==> config.mk <==
export PLATFORM = sky130hd
export DESIGN_NAME = fetch_ctrl
export DESIGN_NICKNAME = d
export VERILOG_FILES = /design/src/rtl/fetch_ctrl.sv
export SDC_FILE = /design/constraint.sdc
export NUM_CORES = 1
export LEC_CHECK = 0
export CAP_MARGIN = 20
export CORE_MARGIN = 2
export CORE_UTILIZATION = 25
export CTS_CLUSTER_SIZE = 28
export DETAILED_ROUTE_END_ITERATION = 8
export PLACE_DENSITY_LB_ADDON = 0.15
export SLEW_MARGIN = 20
export SYNTH_ARGS = -nofsm -noshare
export SYNTH_HDL_FRONTEND = slang
export SYNTH_SLANG_ARGS = --single-unit
==> constraint.sdc <==
create_clock -name clk -period 3.65 [get_ports clk]
set_input_delay 0.365 -clock clk [delete_from_list [all_inputs] [get_ports clk]]
set_output_delay 0.365 -clock clk [all_outputs]
set_load 0.005 [all_outputs]
==> src/rtl/fetch_ctrl.sv <==
// ============================================================================
//  Module   : fetch_ctrl
//  Purpose  : Fetch-side controller and IF/ID pipeline register. Captures the
//             fetched instruction each cycle, decodes the control-flow opcodes
//             (JMP, BRZ, HALT) and returns the PC enable, the PC mux select and
//             the branch target to the fetch stage. It squashes the wrong-path
//             slot after a redirect, honours back-end stalls and keeps a
//             saturating count of squashed slots.
//  Ports    :
//    clk         in   rising-edge clock
//    rst         in   asynchronous active-low reset
//    instr       in   instruction at the current PC (combinational read)
//    zero_in     in   zero flag from execute, condition for BRZ
//    stall_in    in   back-end stall request
//    pc_en       out  PC register enable
//    mux_sel     out  PC mux select: 0 = PC+1, 1 = branch_addr
//    branch_addr out  redirect target
//    id_instr    out  IF/ID instruction register
//    id_valid    out  id_instr holds a valid, non-squashed instruction
//    flush_cnt   out  saturating count of squashed slots
//  Revision : 1.0  initial release
// ============================================================================
`default_nettype none

module fetch_ctrl #(
    parameter int ARQ              = 16,
    parameter int MEMORY_ADDR_SIZE = 6
) (
    input  logic                        clk,
    input  logic                        rst,
    input  logic [ARQ-1:0]              instr,
    input  logic                        zero_in,
    input  logic                        stall_in,
    output logic                        pc_en,
    output logic                        mux_sel,
    output logic [MEMORY_ADDR_SIZE-1:0] branch_addr,
    output logic [ARQ-1:0]              id_instr,
    output logic                        id_valid,
    output logic [7:0]                  flush_cnt
);

    localparam logic [3:0] OP_NOP  = 4'h0;
    localparam logic [3:0] OP_JMP  = 4'hE;
    localparam logic [3:0] OP_BRZ  = 4'hD;
    localparam logic [3:0] OP_HALT = 4'hF;

    localparam logic [7:0] CNT_MAX = 8'hFF;

    typedef enum logic [1:0] {
        ST_RUN   = 2'd0,
        ST_FLUSH = 2'd1,
        ST_HALT  = 2'd2
    } state_t;

    state_t state;
    state_t state_nxt;

    logic [ARQ-1:0] id_instr_nxt;
    logic           id_valid_nxt;
    logic [7:0]     flush_cnt_nxt;

    logic [3:0] opcode;
    logic       is_jmp;
    logic       is_brz_taken;
    logic       halt_decode;
    logic       redirect;

    // ------------------------------------------------------------------------
    // Decode of the instruction sitting in the IF/ID register
    // ------------------------------------------------------------------------
    assign opcode       = id_instr[ARQ-1:ARQ-4];
    assign is_jmp       = (opcode == OP_JMP);
    assign is_brz_taken = (opcode == OP_BRZ) && zero_in;
    assign halt_decode  = id_valid && (opcode == OP_HALT);

    // A stalled branch keeps its slot in id_instr, so gating redirect with
    // stall_in is all it takes to defer it to the first free cycle. The
    // squashed FLUSH slot always has id_valid=0, so it is never decoded.
    assign redirect = (state != ST_HALT) && id_valid && !stall_in
                      && (is_jmp || is_brz_taken);

    // ------------------------------------------------------------------------
    // Fetch-stage controls
    // ------------------------------------------------------------------------
    // rst is folded in so pc_en drops the moment reset is asserted, without
    // waiting for the registers to settle.
    assign pc_en       = rst && !stall_in && (state != ST_HALT) && !halt_decode;
    assign mux_sel     = redirect;
    assign branch_addr = redirect ? id_instr[MEMORY_ADDR_SIZE-1:0]
                                  : '0;

    // ------------------------------------------------------------------------
    // Next-state / next-register logic
    // ------------------------------------------------------------------------
    always_comb begin
        state_nxt     = state;
        id_instr_nxt  = id_instr;
        id_valid_nxt  = id_valid;
        flush_cnt_nxt = flush_cnt;

        if (!stall_in) begin
            unique case (state)
                ST_RUN: begin
                    id_instr_nxt = instr;
                    if (redirect) begin
                        // The instruction fetched this cycle is wrong-path.
                        id_valid_nxt = 1'b0;
                        state_nxt    = ST_FLUSH;
                        if (flush_cnt != CNT_MAX) begin
                            flush_cnt_nxt = flush_cnt + 8'd1;
                        end
                    end else if (halt_decode) begin
                        id_valid_nxt = 1'b0;
                        state_nxt    = ST_HALT;
                    end else begin
                        id_valid_nxt = 1'b1;
                    end
                end

                ST_FLUSH: begin
                    // The PC was loaded with the target at the end of the
                    // redirect cycle, so this capture is the target.
                    id_instr_nxt = instr;
                    id_valid_nxt = 1'b1;
                    state_nxt    = ST_RUN;
                end

                ST_HALT: begin
                    // Only reset leaves HALT; id_instr stays frozen.
                    id_valid_nxt = 1'b0;
                end

                default: begin
                    state_nxt    = ST_RUN;
                    id_valid_nxt = 1'b0;
                end
            endcase
        end
    end

    // ------------------------------------------------------------------------
    // State and pipeline registers
    // ------------------------------------------------------------------------
    always_ff @(posedge clk or negedge rst) begin
        if (!rst) begin
            state     <= ST_RUN;
            id_instr  <= '0;
            id_valid  <= 1'b0;
            flush_cnt <= '0;
        end else begin
            state     <= state_nxt;
            id_instr  <= id_instr_nxt;
            id_valid  <= id_valid_nxt;
            flush_cnt <= flush_cnt_nxt;
        end
    end

    // NOP is architecturally meaningful only to the back end; here it simply
    // flows through like any undecoded opcode.
    logic unused_nop;
    assign unused_nop = (opcode == OP_NOP);

endmodule

`default_nettype wire

* Word-level counts from Yosys, hierarchy flattened
Index checks and enable logic that the tools add are counted.
** Word-level totals
- Bits in registers :: 27
- Input bits :: 20
- Output and inout bits :: 33
- Word-level logic and storage cells :: 38
** Operators by class
- $add $sub $neg :: 1
- Equality and inequality tests :: 8
- Mux-type cells :: 7
- Bitwise operators :: 2
- Reduce and logical (&&, ||, !) cells :: 16
** Operator list (number)
- $eq A4 B4 Y1 const B :: 3
- $add A8 B1 Y8 const B :: 1
- $logic_and A1 B1 Y1 :: 8
- $ne A8 B8 Y1 const B :: 1
- $mux W6 :: 1
- $mux W2 :: 2
- $pmux W2 S2 :: 1
- $reduce_and A4 Y1 :: 1
- $ne A3 B3 Y1 const B :: 1
- $reduce_and A3 Y1 :: 1
- $eq A2 B1 Y1 const B :: 1
- $eq A2 B2 Y1 const B :: 1
- $logic_not A1 Y1 :: 2
- $logic_not A2 Y1 :: 1
- $mux W1 :: 2
- $ne A2 B2 Y1 const B :: 1
- $not A1 Y1 :: 2
- $pmux W1 S2 :: 1
- $reduce_and A2 Y1 :: 1
- $reduce_or A2 Y1 :: 1
- $logic_or A1 B1 Y1 :: 1

* Logic depth before layout (Yosys ltp)
- Word-level depth :: 6
- Gate-level depth with buffers :: 5
- Depth with buffers taken out :: 5

* Least setup slack after synthesis
OpenSTA, ideal clock, no wires.
- Path type :: input to output
- From :: input port stall_in
- To :: output port branch_addr[0]
- Data arrival time :: 1.449 ns
- Data required time :: 3.285 ns
- Slack :: 1.836 ns
- Cell stages on the path :: 4
- Path through :: buf_4 -> a211o_1 -> nor3b_1 -> and2_1
** Between the ends
- Longest elaborated chain between the ends :: 4
** RTL lines
- start, declared :: RTL line 33 : input logic stall_in,
- $logic_not A1 Y1
- $logic_and A1 B1 Y1 :: RTL line 79 : assign redirect = (state != ST_HALT) && id_valid && !stall_in
- $logic_and A1 B1 Y1 :: RTL line 80 : && (is_jmp || is_brz_taken);
- via mux_sel :: RTL line 35 : output logic mux_sel,
- $mux W6 :: RTL line 89 : assign branch_addr = redirect ? id_instr[MEMORY_ADDR_SIZE-1:0]
- end, declared :: RTL line 36 : output logic [MEMORY_ADDR_SIZE-1:0] branch_addr,
The timed path passes the listed nets, and every way through them passes these cells.

* Worst setup path in the final report
- From :: input port zero_in
- To :: output port branch_addr[3]
** Between the ends
- Longest elaborated chain between the ends :: 4
** RTL lines
- start, declared :: RTL line 32 : input logic zero_in,
- $logic_and A1 B1 Y1 :: RTL line 73 : assign is_brz_taken = (opcode == OP_BRZ) && zero_in;
- $logic_or A1 B1 Y1 :: RTL line 80
- $logic_and A1 B1 Y1 :: RTL line 80
- $mux W6 :: RTL line 89
Every way passes these cells.

==> impl_metrics.env <==
export IMPL_synth_edff_count=0
export IMPL_yosysWarnings=0
export IMPL_tritoncts="yes"
export IMPL_syn_num_nets=109
export IMPL_maxCapViolations=0
export IMPL_critPathMaxFanout=7
export IMPL_rows=25
export IMPL_route_detailed_drc=0
export IMPL_routabilityCongestion=0.717
export IMPL_port_buffers=52
export IMPL_max_freq_ghz=0.338
export IMPL_yosysTopAreaCell="dfrtp_1"
export IMPL_grt_overflow=0
export IMPL_die_y_microns=73.2
export IMPL_clock_latency_ns=0.27
export IMPL_grt_max_degree=29
export IMPL_clockRootBuffer="clkbuf_8"
export IMPL_layout_common_cells="clkdlybuf4s50_1 (52), dfrtp_1 (27), mux2_2 (17)"
export IMPL_crit_type="in2out"
export IMPL_ys_seq_elements=27
export IMPL_startpoint_type="input pin"
export IMPL_ioPinCount=53
export IMPL_p_leak_uw=0.000745
export IMPL_fin_crit_sh=0.812
export IMPL_first_global_vias=948
export IMPL_diodes=0
export IMPL_areaGrowthSynthToFinish_pct=53.2
export IMPL_cts_buffers=3
export IMPL_initial_core_util=0.257
export IMPL_clk_path_buf_depth=2
export IMPL_clk_pin_slew_ns=0.09
export IMPL_cp_arrival_ns=2.60
export IMPL_fin_crit_ns=2.96
export IMPL_nets=166
export IMPL_dieWidth_microns=73.2
export IMPL_finalSetupViolations=0
export IMPL_layout_drive_gt1_share=0.194
export IMPL_layout_commonest_cell="clkdlybuf4s50_1"
export IMPL_cts_sinks=27
export IMPL_wire_per_inst_microns=14.3
export IMPL_fin_skew_ns=0.00252
export IMPL_min_path_type="in2async"
export IMPL_hpwl_microns=2120
export IMPL_tightest_slew_ns=0.676
export IMPL_cts_resized_gates=0
export IMPL_p_total_uw=1100
export IMPL_postCtsSetupBuffers=0
export IMPL_seq_area_frac_synth=0.564
export IMPL_final_max_slew_violation_count=0
export IMPL_yosys_area_top_type_share=0.564
export IMPL_dp_cells=194
export IMPL_antenna_left=0
export IMPL_fin_cells=198
export IMPL_first_iter_violations=24
export IMPL_status="finished, final reports clean"
export IMPL_routed_wl_microns=2830
export IMPL_ir_drop_uv=229
export IMPL_first_pass_iters=4
export IMPL_track_usage=0.115
export IMPL_nFillCells=441
export IMPL_hold_violations=0
export IMPL_synth_area_leaders="dfrtp_1 (56%), mux2_2 (16%), xnor2_1 (3.7%), and2_1 (3.1%), nand4_1 (2.1%)"
export IMPL_syn_inst=88
export IMPL_ys_flop_type="dfrtp_1"
export IMPL_fin_setup_tns_ns=0
export IMPL_viasPerCell=4.56
export IMPL_slew_limit_headroom=0.548
export IMPL_rsz0062_at_grt="no"
export IMPL_vias=902
export IMPL_avgSynthCellArea_sq_um=13.6
export IMPL_power_density_nw_per_um2=602
export IMPL_yosys_cell_types_count=30
export IMPL_grt_pass1_wl_microns=4720
export IMPL_cts_hold_buf=0
export IMPL_async_reset_ff_frac=1.00
export IMPL_synth_area_sq_um=1200
export IMPL_antenna_found_initial=0
export IMPL_critical_path_required_ns=3.28
export IMPL_htree_levels=1
export IMPL_core_area_sq_um=4660
export IMPL_worstSetupEndpointType="output port"
export IMPL_dieArea_sq_um=5360
[power by group]
part / switching, uW / internal (uW)
logic: 141 / 301
clock network: 96.3 / 76.5
registers: 87.5 / 402
total: 325 / 779
[layout make-up]
type | count | area [sq um] | area share
multi-input cells | 58 | 505 | 0.276
repair buffers | 54 | 536 | 0.292
clock inverters | 1 | 5.00 | 0.00273
flip-flops and latches | 27 | 676 | 0.368
well taps | 54 | 67.6 | 0.0368
clock buffers | 3 | 41.3 | 0.0225
inverters | 1 | 3.75 | 0.00205
[worst max-delay path: stages]
cell and delay, ns:
clkdlybuf4s50_1 0.47, a21oi_1 0.08, a211o_1 0.35, nor3b_1 0.61, and2_1 0.22, clkdlybuf4s50_1 0.51
[cells in the mapped netlist (2+ instances only)]
cell type,n
and2_1,6
and4_1,2
nand4_1,4
xnor2_1,5
nand2_1,3
mux2_2,17
dfrtp_1,27
a21oi_1,2
[final timing paths]
check,from,endpoint,slack (ns),cells past startpoint
max,zero_in,branch_addr[3],0.69,6
min,rst,flush_cnt[3],0.46,2
min reg2reg,flush_cnt[5],flush_cnt[5],0.51,1
max in group asynchronous,rst,id_instr[14],2.93,2
max reg2reg,id_instr[13],flush_cnt[1],1.73,4
min in group clk,flush_cnt[5],flush_cnt[5],0.51,1
[kinds of logic after synthesis]
family / count (synthesis) / synth area share
flip-flops: 27 / 0.564
AND/OR/NAND/NOR: 25 / 0.144
multiplexers: 18 / 0.172
AO/OA/AOI/OAI: 8 / 0.0512
XOR/XNOR: 6 / 0.0439
buffers and inverters: 3 / 0.0136
adder cells (fa/ha/maj): 1 / 0.0104
[through the flow]
| step | hold WS, ns | area (sq um) | utilization | setup WS, ns |
|---|---|---|---|---|
| final | 0.458 | 1830 | 0.394 | 0.688 |
| after floorplan | 0.0694 | 1200 | - | 1.84 |
| after global routing | 0.473 | 1830 | 0.394 | 0.448 |
| after global placement | 0.488 | 1790 | 0.384 | 0.713 |
| after detailed placement | 0.493 | 1790 | 0.384 | 0.635 |
| after CTS | 0.469 | 1830 | 0.394 | 0.625 |
[state kept, by name, summed over array words and instances (netlist names)]
| signal | count |
|---|---|
| id_instr | 16 |
| flush_cnt | 8 |
| state | 2 |
| id_valid | 1 |
[layer usage]
metal | up-vias | part of all wire | routed length [microns] | global-route usage
li1 | 429 | - | - | -
met1 | 454 | 0.43 | 1220 | 0.152
met2 | 17 | 0.53 | 1500 | 0.187
met3 | 2 | 0.028 | 78 | 0.0138
met4 | 0 | 0.012 | 34 | 0.0556
met5 | - | 0 | 0 | 0
Power figures use the tool's default switching activity.
